===== config.mk =====
export PLATFORM = sky130hd
export DESIGN_NAME = conv_sequencer
export DESIGN_NICKNAME = d
export VERILOG_FILES = /design/src/rtl/tpu_pkg.sv /design/src/rtl/idx2d_counter.sv /design/src/rtl/conv_sequencer.sv
export SDC_FILE = /design/constraint.sdc
export NUM_CORES = 1
export LEC_CHECK = 0
export BUFFER_PORTS_ARGS = -buffer_cell sky130_fd_sc_hd__buf_2
export CAP_MARGIN = 20
export CORE_MARGIN = 2
export CORE_UTILIZATION = 50
export CTS_CLUSTER_SIZE = 20
export DETAILED_ROUTE_END_ITERATION = 12
export PLACE_DENSITY = 0.75
export SLEW_MARGIN = 20
export SYNTH_ARGS = -nofsm -noshare
export SYNTH_HDL_FRONTEND = slang
export SYNTH_SLANG_ARGS = --single-unit

===== constraint.sdc =====
create_clock -name clk -period 2.5 [get_ports clk]
set_clock_uncertainty 0.05 [all_clocks]
set_input_delay 0.375 -clock clk [delete_from_list [all_inputs] [get_ports clk]]
set_output_delay 0.375 -clock clk [all_outputs]
set_load 0.02 [all_outputs]

===== src/rtl/tpu_pkg.sv =====
// Shared definitions for the convolution engine slice.
// Holds the sequencer state encoding and the index widths for the default
// 16x16 matrix / 3x3 kernel build. Modules with other parameter values
// derive their own widths from their parameters.
package tpu_pkg;

  localparam int unsigned MATRIX_DIM_DEF = 16;
  localparam int unsigned CONV_DIM_DEF   = 3;

  localparam int unsigned OUT_DIM = MATRIX_DIM_DEF - CONV_DIM_DEF + 1;
  localparam int unsigned MIW     = $clog2(MATRIX_DIM_DEF * MATRIX_DIM_DEF);
  localparam int unsigned KIW     = $clog2(CONV_DIM_DEF * CONV_DIM_DEF);

  typedef enum logic [2:0] {
    IDLE,
    LOAD_K,
    LOAD_M,
    CLR,
    ACC,
    CAP,
    OUT,
    FIN
  } state_e;

endpackage


===== src/rtl/idx2d_counter.sv =====
// Two-dimensional row/column counter.
// The column advances on every enable; after COLS-1 it returns to 0 and the
// row advances. After (ROWS-1, COLS-1) the whole counter returns to (0, 0).
// Ports:
//   clk, rst  clock, synchronous active-high reset
//   clr_i     synchronous clear to (0, 0)
//   en_i      advance one position
//   row_o     current row
//   col_o     current column
//   wrap_o    counter sits on its final position (next enable wraps to 0,0)
module idx2d_counter #(
  parameter int unsigned ROWS = 3,
  parameter int unsigned COLS = 3,
  parameter int unsigned W    = 2
) (
  input  logic         clk,
  input  logic         rst,
  input  logic         clr_i,
  input  logic         en_i,
  output logic [W-1:0] row_o,
  output logic [W-1:0] col_o,
  output logic         wrap_o
);

  logic [W-1:0] row_q, row_d;
  logic [W-1:0] col_q, col_d;
  logic         row_end, col_end;

  assign row_end = (row_q == W'(ROWS - 1));
  assign col_end = (col_q == W'(COLS - 1));

  always_comb begin
    row_d = row_q;
    col_d = col_q;
    if (clr_i) begin
      row_d = '0;
      col_d = '0;
    end else if (en_i) begin
      if (col_end) begin
        col_d = '0;
        row_d = row_end ? '0 : row_q + 1'b1;
      end else begin
        col_d = col_q + 1'b1;
      end
    end
  end

  always_ff @(posedge clk) begin
    if (rst) begin
      row_q <= '0;
      col_q <= '0;
    end else begin
      row_q <= row_d;
      col_q <= col_d;
    end
  end

  assign row_o  = row_q;
  assign col_o  = col_q;
  assign wrap_o = row_end & col_end;

endmodule


===== src/rtl/conv_sequencer.sv =====
// Convolution engine sequencer.
// Accepts one host byte stream (kernel, then matrix), steers it into the
// kernel/matrix register files, then steps the MAC over every valid window
// (CONV_DIM^2 accumulate cycles each) and hands each window result out over
// a valid/ready port.
// Configuration macro: KERNEL_REUSE_EN -- when defined, start with
// keep_kernel skips the kernel load and reuses the stored kernel.
// Ports:
//   clk, rst              clock, synchronous active-high reset
//   start, keep_kernel    job start (IDLE only) / skip kernel load
//   in_valid, in_ready    host byte handshake
//   krn_we, mat_we        register file write strobes
//   wr_idx                flat write index
//   rd_kidx, rd_midx      flat kernel / matrix read indices
//   mac_clr, mac_en       MAC control
//   mac_sum               MAC accumulator value
//   out_valid, out_ready  result handshake
//   out_data, out_last    window result, final-window flag
//   busy, done            job in progress, job-complete pulse
module conv_sequencer #(
  parameter  int unsigned MATRIX_DIM = tpu_pkg::MATRIX_DIM_DEF,
  parameter  int unsigned CONV_DIM   = tpu_pkg::CONV_DIM_DEF,
  localparam int unsigned MIW        = $clog2(MATRIX_DIM * MATRIX_DIM),
  localparam int unsigned KIW        = $clog2(CONV_DIM * CONV_DIM)
) (
  input  logic           clk,
  input  logic           rst,
  input  logic           start,
  input  logic           keep_kernel,
  input  logic           in_valid,
  output logic           in_ready,
  output logic           krn_we,
  output logic           mat_we,
  output logic [MIW-1:0] wr_idx,
  output logic [KIW-1:0] rd_kidx,
  output logic [MIW-1:0] rd_midx,
  output logic           mac_clr,
  output logic           mac_en,
  input  logic [7:0]     mac_sum,
  output logic           out_valid,
  input  logic           out_ready,
  output logic [7:0]     out_data,
  output logic           out_last,
  output logic           busy,
  output logic           done
);
  import tpu_pkg::*;

  localparam int unsigned ODIM = MATRIX_DIM - CONV_DIM + 1;
  localparam int unsigned KN   = CONV_DIM * CONV_DIM;
  localparam int unsigned MN   = MATRIX_DIM * MATRIX_DIM;
  localparam int unsigned CW   = $clog2(MATRIX_DIM);

  state_e         state_q, state_d;
  logic [MIW-1:0] wr_idx_q, wr_idx_d;
  logic [7:0]     out_data_q;
  logic [CW-1:0]  kr, kc, wr, wc;
  logic           k_last, w_last;
  logic           k_en, w_en, idle;

  assign idle = (state_q == IDLE);

  idx2d_counter #(.ROWS(CONV_DIM), .COLS(CONV_DIM), .W(CW)) u_kcnt (
    .clk    (clk),
    .rst    (rst),
    .clr_i  (idle),
    .en_i   (k_en),
    .row_o  (kr),
    .col_o  (kc),
    .wrap_o (k_last)
  );

  idx2d_counter #(.ROWS(ODIM), .COLS(ODIM), .W(CW)) u_wcnt (
    .clk    (clk),
    .rst    (rst),
    .clr_i  (idle),
    .en_i   (w_en),
    .row_o  (wr),
    .col_o  (wc),
    .wrap_o (w_last)
  );

`ifndef KERNEL_REUSE_EN
  logic unused_keep;
  assign unused_keep = keep_kernel;
`endif

  always_comb begin
    state_d   = state_q;
    wr_idx_d  = wr_idx_q;
    in_ready  = 1'b0;
    krn_we    = 1'b0;
    mat_we    = 1'b0;
    mac_clr   = 1'b0;
    mac_en    = 1'b0;
    out_valid = 1'b0;
    out_last  = 1'b0;
    done      = 1'b0;
    k_en      = 1'b0;
    w_en      = 1'b0;
    busy      = !idle;
    case (state_q)
      IDLE: begin
        if (start) begin
`ifdef KERNEL_REUSE_EN
          state_d = keep_kernel ? LOAD_M : LOAD_K;
`else
          state_d = LOAD_K;
`endif
        end
      end
      LOAD_K: begin
        in_ready = 1'b1;
        krn_we   = in_valid;
        if (in_valid) begin
          if (wr_idx_q == MIW'(KN - 1)) begin
            wr_idx_d = '0;
            state_d  = LOAD_M;
          end else begin
            wr_idx_d = wr_idx_q + 1'b1;
          end
        end
      end
      LOAD_M: begin
        in_ready = 1'b1;
        mat_we   = in_valid;
        if (in_valid) begin
          if (wr_idx_q == MIW'(MN - 1)) begin
            wr_idx_d = '0;
            state_d  = CLR;
          end else begin
            wr_idx_d = wr_idx_q + 1'b1;
          end
        end
      end
      CLR: begin
        mac_clr = 1'b1;
        state_d = ACC;
      end
      ACC: begin
        mac_en = 1'b1;
        k_en   = 1'b1;
        if (k_last) state_d = CAP;
      end
      CAP: state_d = OUT;
      OUT: begin
        out_valid = 1'b1;
        out_last  = w_last;
        if (out_ready) begin
          w_en    = 1'b1;
          state_d = w_last ? FIN : CLR;
        end
      end
      FIN: begin
        done    = 1'b1;
        state_d = IDLE;
      end
      default: state_d = IDLE;
    endcase
  end

  // CAP exists so the MAC register has absorbed the final product before capture.
  always_ff @(posedge clk) begin
    if (rst) begin
      state_q    <= IDLE;
      wr_idx_q   <= '0;
      out_data_q <= '0;
    end else begin
      state_q  <= state_d;
      wr_idx_q <= wr_idx_d;
      if (state_q == CAP) out_data_q <= mac_sum;
    end
  end

  assign wr_idx   = wr_idx_q;
  assign out_data = out_data_q;
  assign rd_kidx  = KIW'(32'(kr) * CONV_DIM + 32'(kc));
  assign rd_midx  = MIW'((32'(wr) + 32'(kr)) * MATRIX_DIM + 32'(wc) + 32'(kc));

endmodule


==> results by stage <==
Status:
- The run finished, with violations left.
- The checks that failed: negative setup slack.

Clocking:
- At the later pin of the worst-skew pair, clock insertion delay measures 0.29 ns.
- CTS saw 35 sinks.
- The level count of the clock H-tree is 2.
- The register clock-pin slew on the reported worst setup and hold paths is 0.08 ns.
- The root buffer cell is clkbuf_8.
- Hold repair after CTS inserted 0 buffers.
- The maximum buffer depth of the clock tree is 2.
- TritonCTS built the clock tree.
- The number of buffers created by CTS is 5.

Cells and area:
- In the final layout, the share of cells above drive strength 1 is 27.42%.
- The number of antenna diodes in the final layout is 0.
- The sequential standard cell area is 706.9 um2.
- The cell area after layout is 0.002674 mm2.
- The multi-input gate area in the final layout is 0.001431 mm2.
- The count of non-filler cells in the finished layout is 360.
- In the final design database the tool counted 343 nets.
- The synthesis-to-layout area growth is 23.38%.
- Fill cells in the final layout number 349.

Floorplan:
- The horizontal extent of the die is 69.84 um.
- The initial core utilization is 53.03%.
- From bottom edge to top edge, the die measures 69.84 um.
- In this run the count of I/O pins placed on the die edge is 51.
- The area enclosed by the die boundary is 0.004877 mm2.
- After floorplanning, the core was sized to cover 0.004086 mm2.
- The floorplan has 23 rows.

Critical path:
- The depth of the most critical reg-to-reg path is 7.
- The critical path launch point type is a flip-flop.
- The endpoint class of the critical path is an output port.
- The classification of the worst setup path is flip-flop to output port.
- The critical register-to-register path endpoint is state_q[2]$_SDFFE_PP0P_.
- For the worst setup path, the data required time is 2.08 ns.
- The largest stage delay on the critical path is 0.47 ns.
- The cell with the largest stage delay on the worst path is fa_1.
- The instance count on the critical path is 6.
- Tracing the worst setup path back leads to its startpoint at u_kcnt.row_o[0]$_SDFFE_PP0P_.
- The setup check on the worst reg-to-reg path leaves a slack of 0.34 ns.
- The count of buffer and inverter cells on the critical path is 1.
- In this run the worst path has a maximum fanout of 2.
- The last element of the critical path is rd_kidx[3].
- The arrival time at the worst endpoint is 2.09 ns.
- The cell family contributing the most delay on the critical path is adder cells.
- The start of the worst register-to-register path is u_kcnt.row_o[0]$_SDFFE_PP0P_.
- Traced cell by cell, the critical path runs through fa_1 -> ha_2 -> fa_2 -> xor2_2 -> xnor2_2 -> buf_4.

Placed design:
- After legalization and detailed placement, the total HPWL measured 3.426 mm.
- Summing all placed instances gives a cell area of 0.002511 mm2.
- The port buffer count is 49.
- The number of cells in the design after placement is 350.
- The weighted congestion reported at the end of routability-driven placement is 0.8044.
- The placement-stage worst setup slack is 0.04738 ns.

Timing:
- The post-route fraction of the period consumed by the critical path is 100.5%.
- Setup violations remaining at the end of the flow were counted as 1.
- Setup repair after global routing could not meet its margin everywhere.
- The maximum operating frequency is 0.3980 GHz.
- The final worst slack is -0.01250 ns.
- The final-report max-slew violation count is 0.
- In this run the tightest slew margin relative to its limit is 56.68%.
- The final number of hold-violating endpoints is 0.
- Counting I/O delays and the setup requirement, the final critical path takes 2.512 ns.
- The transition at the pin with the smallest max-transition slack is 0.6452 ns.

Yosys:
- The net count after synthesis is 287.
- For this run, the number of Yosys warnings is 0.
- Yosys attributes the largest share of cell area to dfxtp_1 (32%), ha_1 (8.7%), xnor2_1 (6.1%), fa_1 (4.6%), nor2_1 (4.5%).
- After synthesis, the most frequently instantiated cells are dfxtp_1 (35), nor2_1 (26), a21oi_1 (18), nand2_1 (18).
- The average cell area after synthesis is 8.566 um2.
- The most common cell in the synthesized netlist is dfxtp_1.
- The netlist area before placement is 0.002167 mm2.
- Synthesis produced 253 cells.
- Among all flip-flop cells after synthesis, the most frequent one is dfxtp_1.
- The proportion of netlist area held by the largest area contributor is 32.33%.
- In the synthesized netlist the async set-or-reset flop fraction comes to 0%.
- Counting flops and latches in the post-synthesis netlist gives 35.
- The cell type with the highest aggregate area in the netlist is dfxtp_1.
- The number of different library cells used by synthesis comes to 43.
- Sequential cells were found to cover 32.33% of the synthesized design area.
- The synthesized design contains 0 enable-type register cells.

Pwr:
- The completed layout was analyzed and its total power is 1126 uW.
- The power share of the combinational group is 10.8%.
- The switching portion of total power is 28.30%.
- The total internal power is 807.5 uW.
- The clock network is responsible for 37.4% of the overall power.
- The switching component of the power is 318.8 uW.
- The power density over cell area is 421.2 mW/mm2.
- The standby leakage power is 0.001239 uW.
- Per report_power, the sequential group accounts for 51.8% of the total.
- The peak ir drop on the vdd network is 0.4033 mV.

Routing:
- The via total after detailed routing is 1964.
- The first routing iteration left 75 violations.
- The post-detailed-route DRC marker count is 0.
- The average wire length per cell after detail routing is 12.80 um.
- The number of vias per cell after detailed routing is 5.456.
- The first TritonRoute pass finished after 4 iterations.
- After detailed routing, the total wire length is 4.607 mm.
- The number of nets with antenna violations after detailed routing is 0.

Global route:
- The global-route wire length before repair is 7.859 mm.
- The combined global-route utilization of all metal layers is 19.42%.
- The number of global-route vias before repair is 1809.
- The number of antenna violations at the first check in global routing is 0.
- The overall overflow remaining after global route is 0.
- Entering global routing, the biggest net connects 21 pins.

Flow run:
- Max-cap violations in this run came to 0.

Hold path:
- The path category of the worst min-delay check is input port to flip-flop.
## registers in the layout, indices dropped and copies added (netlist names)
signal        flops
out_data          8
u_kcnt.row_o      4
state_q           3
u_kcnt.col_o      4
u_wcnt.row_o      4
wr_idx            8
u_wcnt.col_o      4
## layer usage
metal / vias up / global-route usage, % / share of wire [%]
met3: 5 / 2.907 / 5.2
met1: 903 / 24.26 / 45
met2: 58 / 34.07 / 49
met4: 0 / 6.410 / 0.96
met5: - / 0 / 0
li1: 998 / - / -
## per-stage QoR
stage	setup TNS, ns	hold WS (ns)	util, %
3_5_place_dp	0	0.4301	61.45
4_1_cts	-0.08681	0.2596	65.03
2_1_floorplan	0	0.4284	-
6_report	-0.01250	0.2670	65.43
3_3_place_gp	0	0.4196	61.45
5_1_grt	-0.06636	0.2987	65.43
## worst reg2reg max path, cell delays in order (launching register included)
cell and delay (ns):
dfxtp_2 0.33, buf_4 0.17, inv_1 0.06, ha_1 0.13, and2_0 0.30, or3b_2 0.49
a222oi_1 0.36, a311oi_1 0.14
## power by group through the flow
stage | registers (uW) | clock network (uW) | logic, uW
after floorplan | 590 | 0 | 92.4
after global placement | 596 | 0 | 120
after detailed placement | 597 | 0 | 121
after CTS | 583 | 436 | 122
after global routing | 585 | 448 | 139
final | 583 | 421 | 121
## repair_timing
item | CTS | global route
gates resized for setup | 12 | 5
endpoints found under the setup margin | 3 | 4
hold endpoints to repair | 0 | 0
buffers inserted | 2 | 0
cloned | 0 | 0
pin swaps | 8 | 6
## area by class of cell
| class | count | area share [%] |
|---|---|---|
| flip-flops and latches | 35 | 26.44 |
| well taps | 50 | 2.340 |
| clock buffers | 5 | 2.574 |
| clock inverters | 3 | 0.8891 |
| repair buffers | 61 | 12.82 |
| multi-input cells | 196 | 53.53 |
| inverters | 10 | 1.404 |
## worst min-delay path by stage
stage | slack, ns | cells after the start | endpoint | from
floorplan | 0.43 | 2 | u_wcnt.col_o[3]$_SDFFE_PP0P_ | u_wcnt.col_o[3]$_SDFFE_PP0P_
global placement | 0.42 | 2 | out_data[5]$_SDFFE_PP0P_ | out_data[5]$_SDFFE_PP0P_
detailed placement | 0.43 | 2 | out_data[0]$_SDFFE_PP0P_ | out_data[0]$_SDFFE_PP0P_
CTS | 0.26 | 3 | out_data[6]$_SDFFE_PP0P_ | mac_sum[6]
global route | 0.30 | 3 | out_data[4]$_SDFFE_PP0P_ | mac_sum[4]
finish | 0.27 | 3 | out_data[6]$_SDFFE_PP0P_ | mac_sum[6]
## cells by family (layout without fill, tap and decap cells)
family | after synthesis | in the layout | synth area share (%)
adders and majority gates | 20 | 20 | 13.28
xor gates and xnor gates | 24 | 24 | 9.700
and+or+nand+nor | 104 | 104 | 25.92
buffers and inverters | 22 | 79 | 3.868
AOI/OAI and AO/OA | 39 | 39 | 10.74
DFF | 35 | 35 | 32.33
muxes | 9 | 9 | 4.157
## cell usage in the layout (no fill, tap or decap), types with 3 or more instances in the layout
| master | Yosys | final |
|---|---|---|
| dfxtp_1 | 35 | 32 |
| o21ai_0 | 8 | 7 |
| a21oi_1 | 18 | 17 |
| ha_1 | 15 | 13 |
| nor3_1 | 11 | 11 |
| xor2_1 | 9 | 7 |
| inv_1 | 10 | 10 |
| nand2b_1 | 3 | 3 |
| nand4_1 | 6 | 6 |
| nand3_1 | 7 | 7 |
| buf_4 | 0 | 15 |
| nor3b_1 | 4 | 4 |
| fa_2 | 0 | 3 |
| mux2i_1 | 9 | 9 |
| buf_2 | 1 | 46 |
| or3_1 | 5 | 5 |
| nand2_1 | 18 | 18 |
| xnor2_1 | 15 | 14 |
| nor2_1 | 26 | 26 |
| clkbuf_8 | 0 | 5 |
| o21bai_1 | 3 | 3 |
Note: power is estimated with default switching activity, not from simulation.
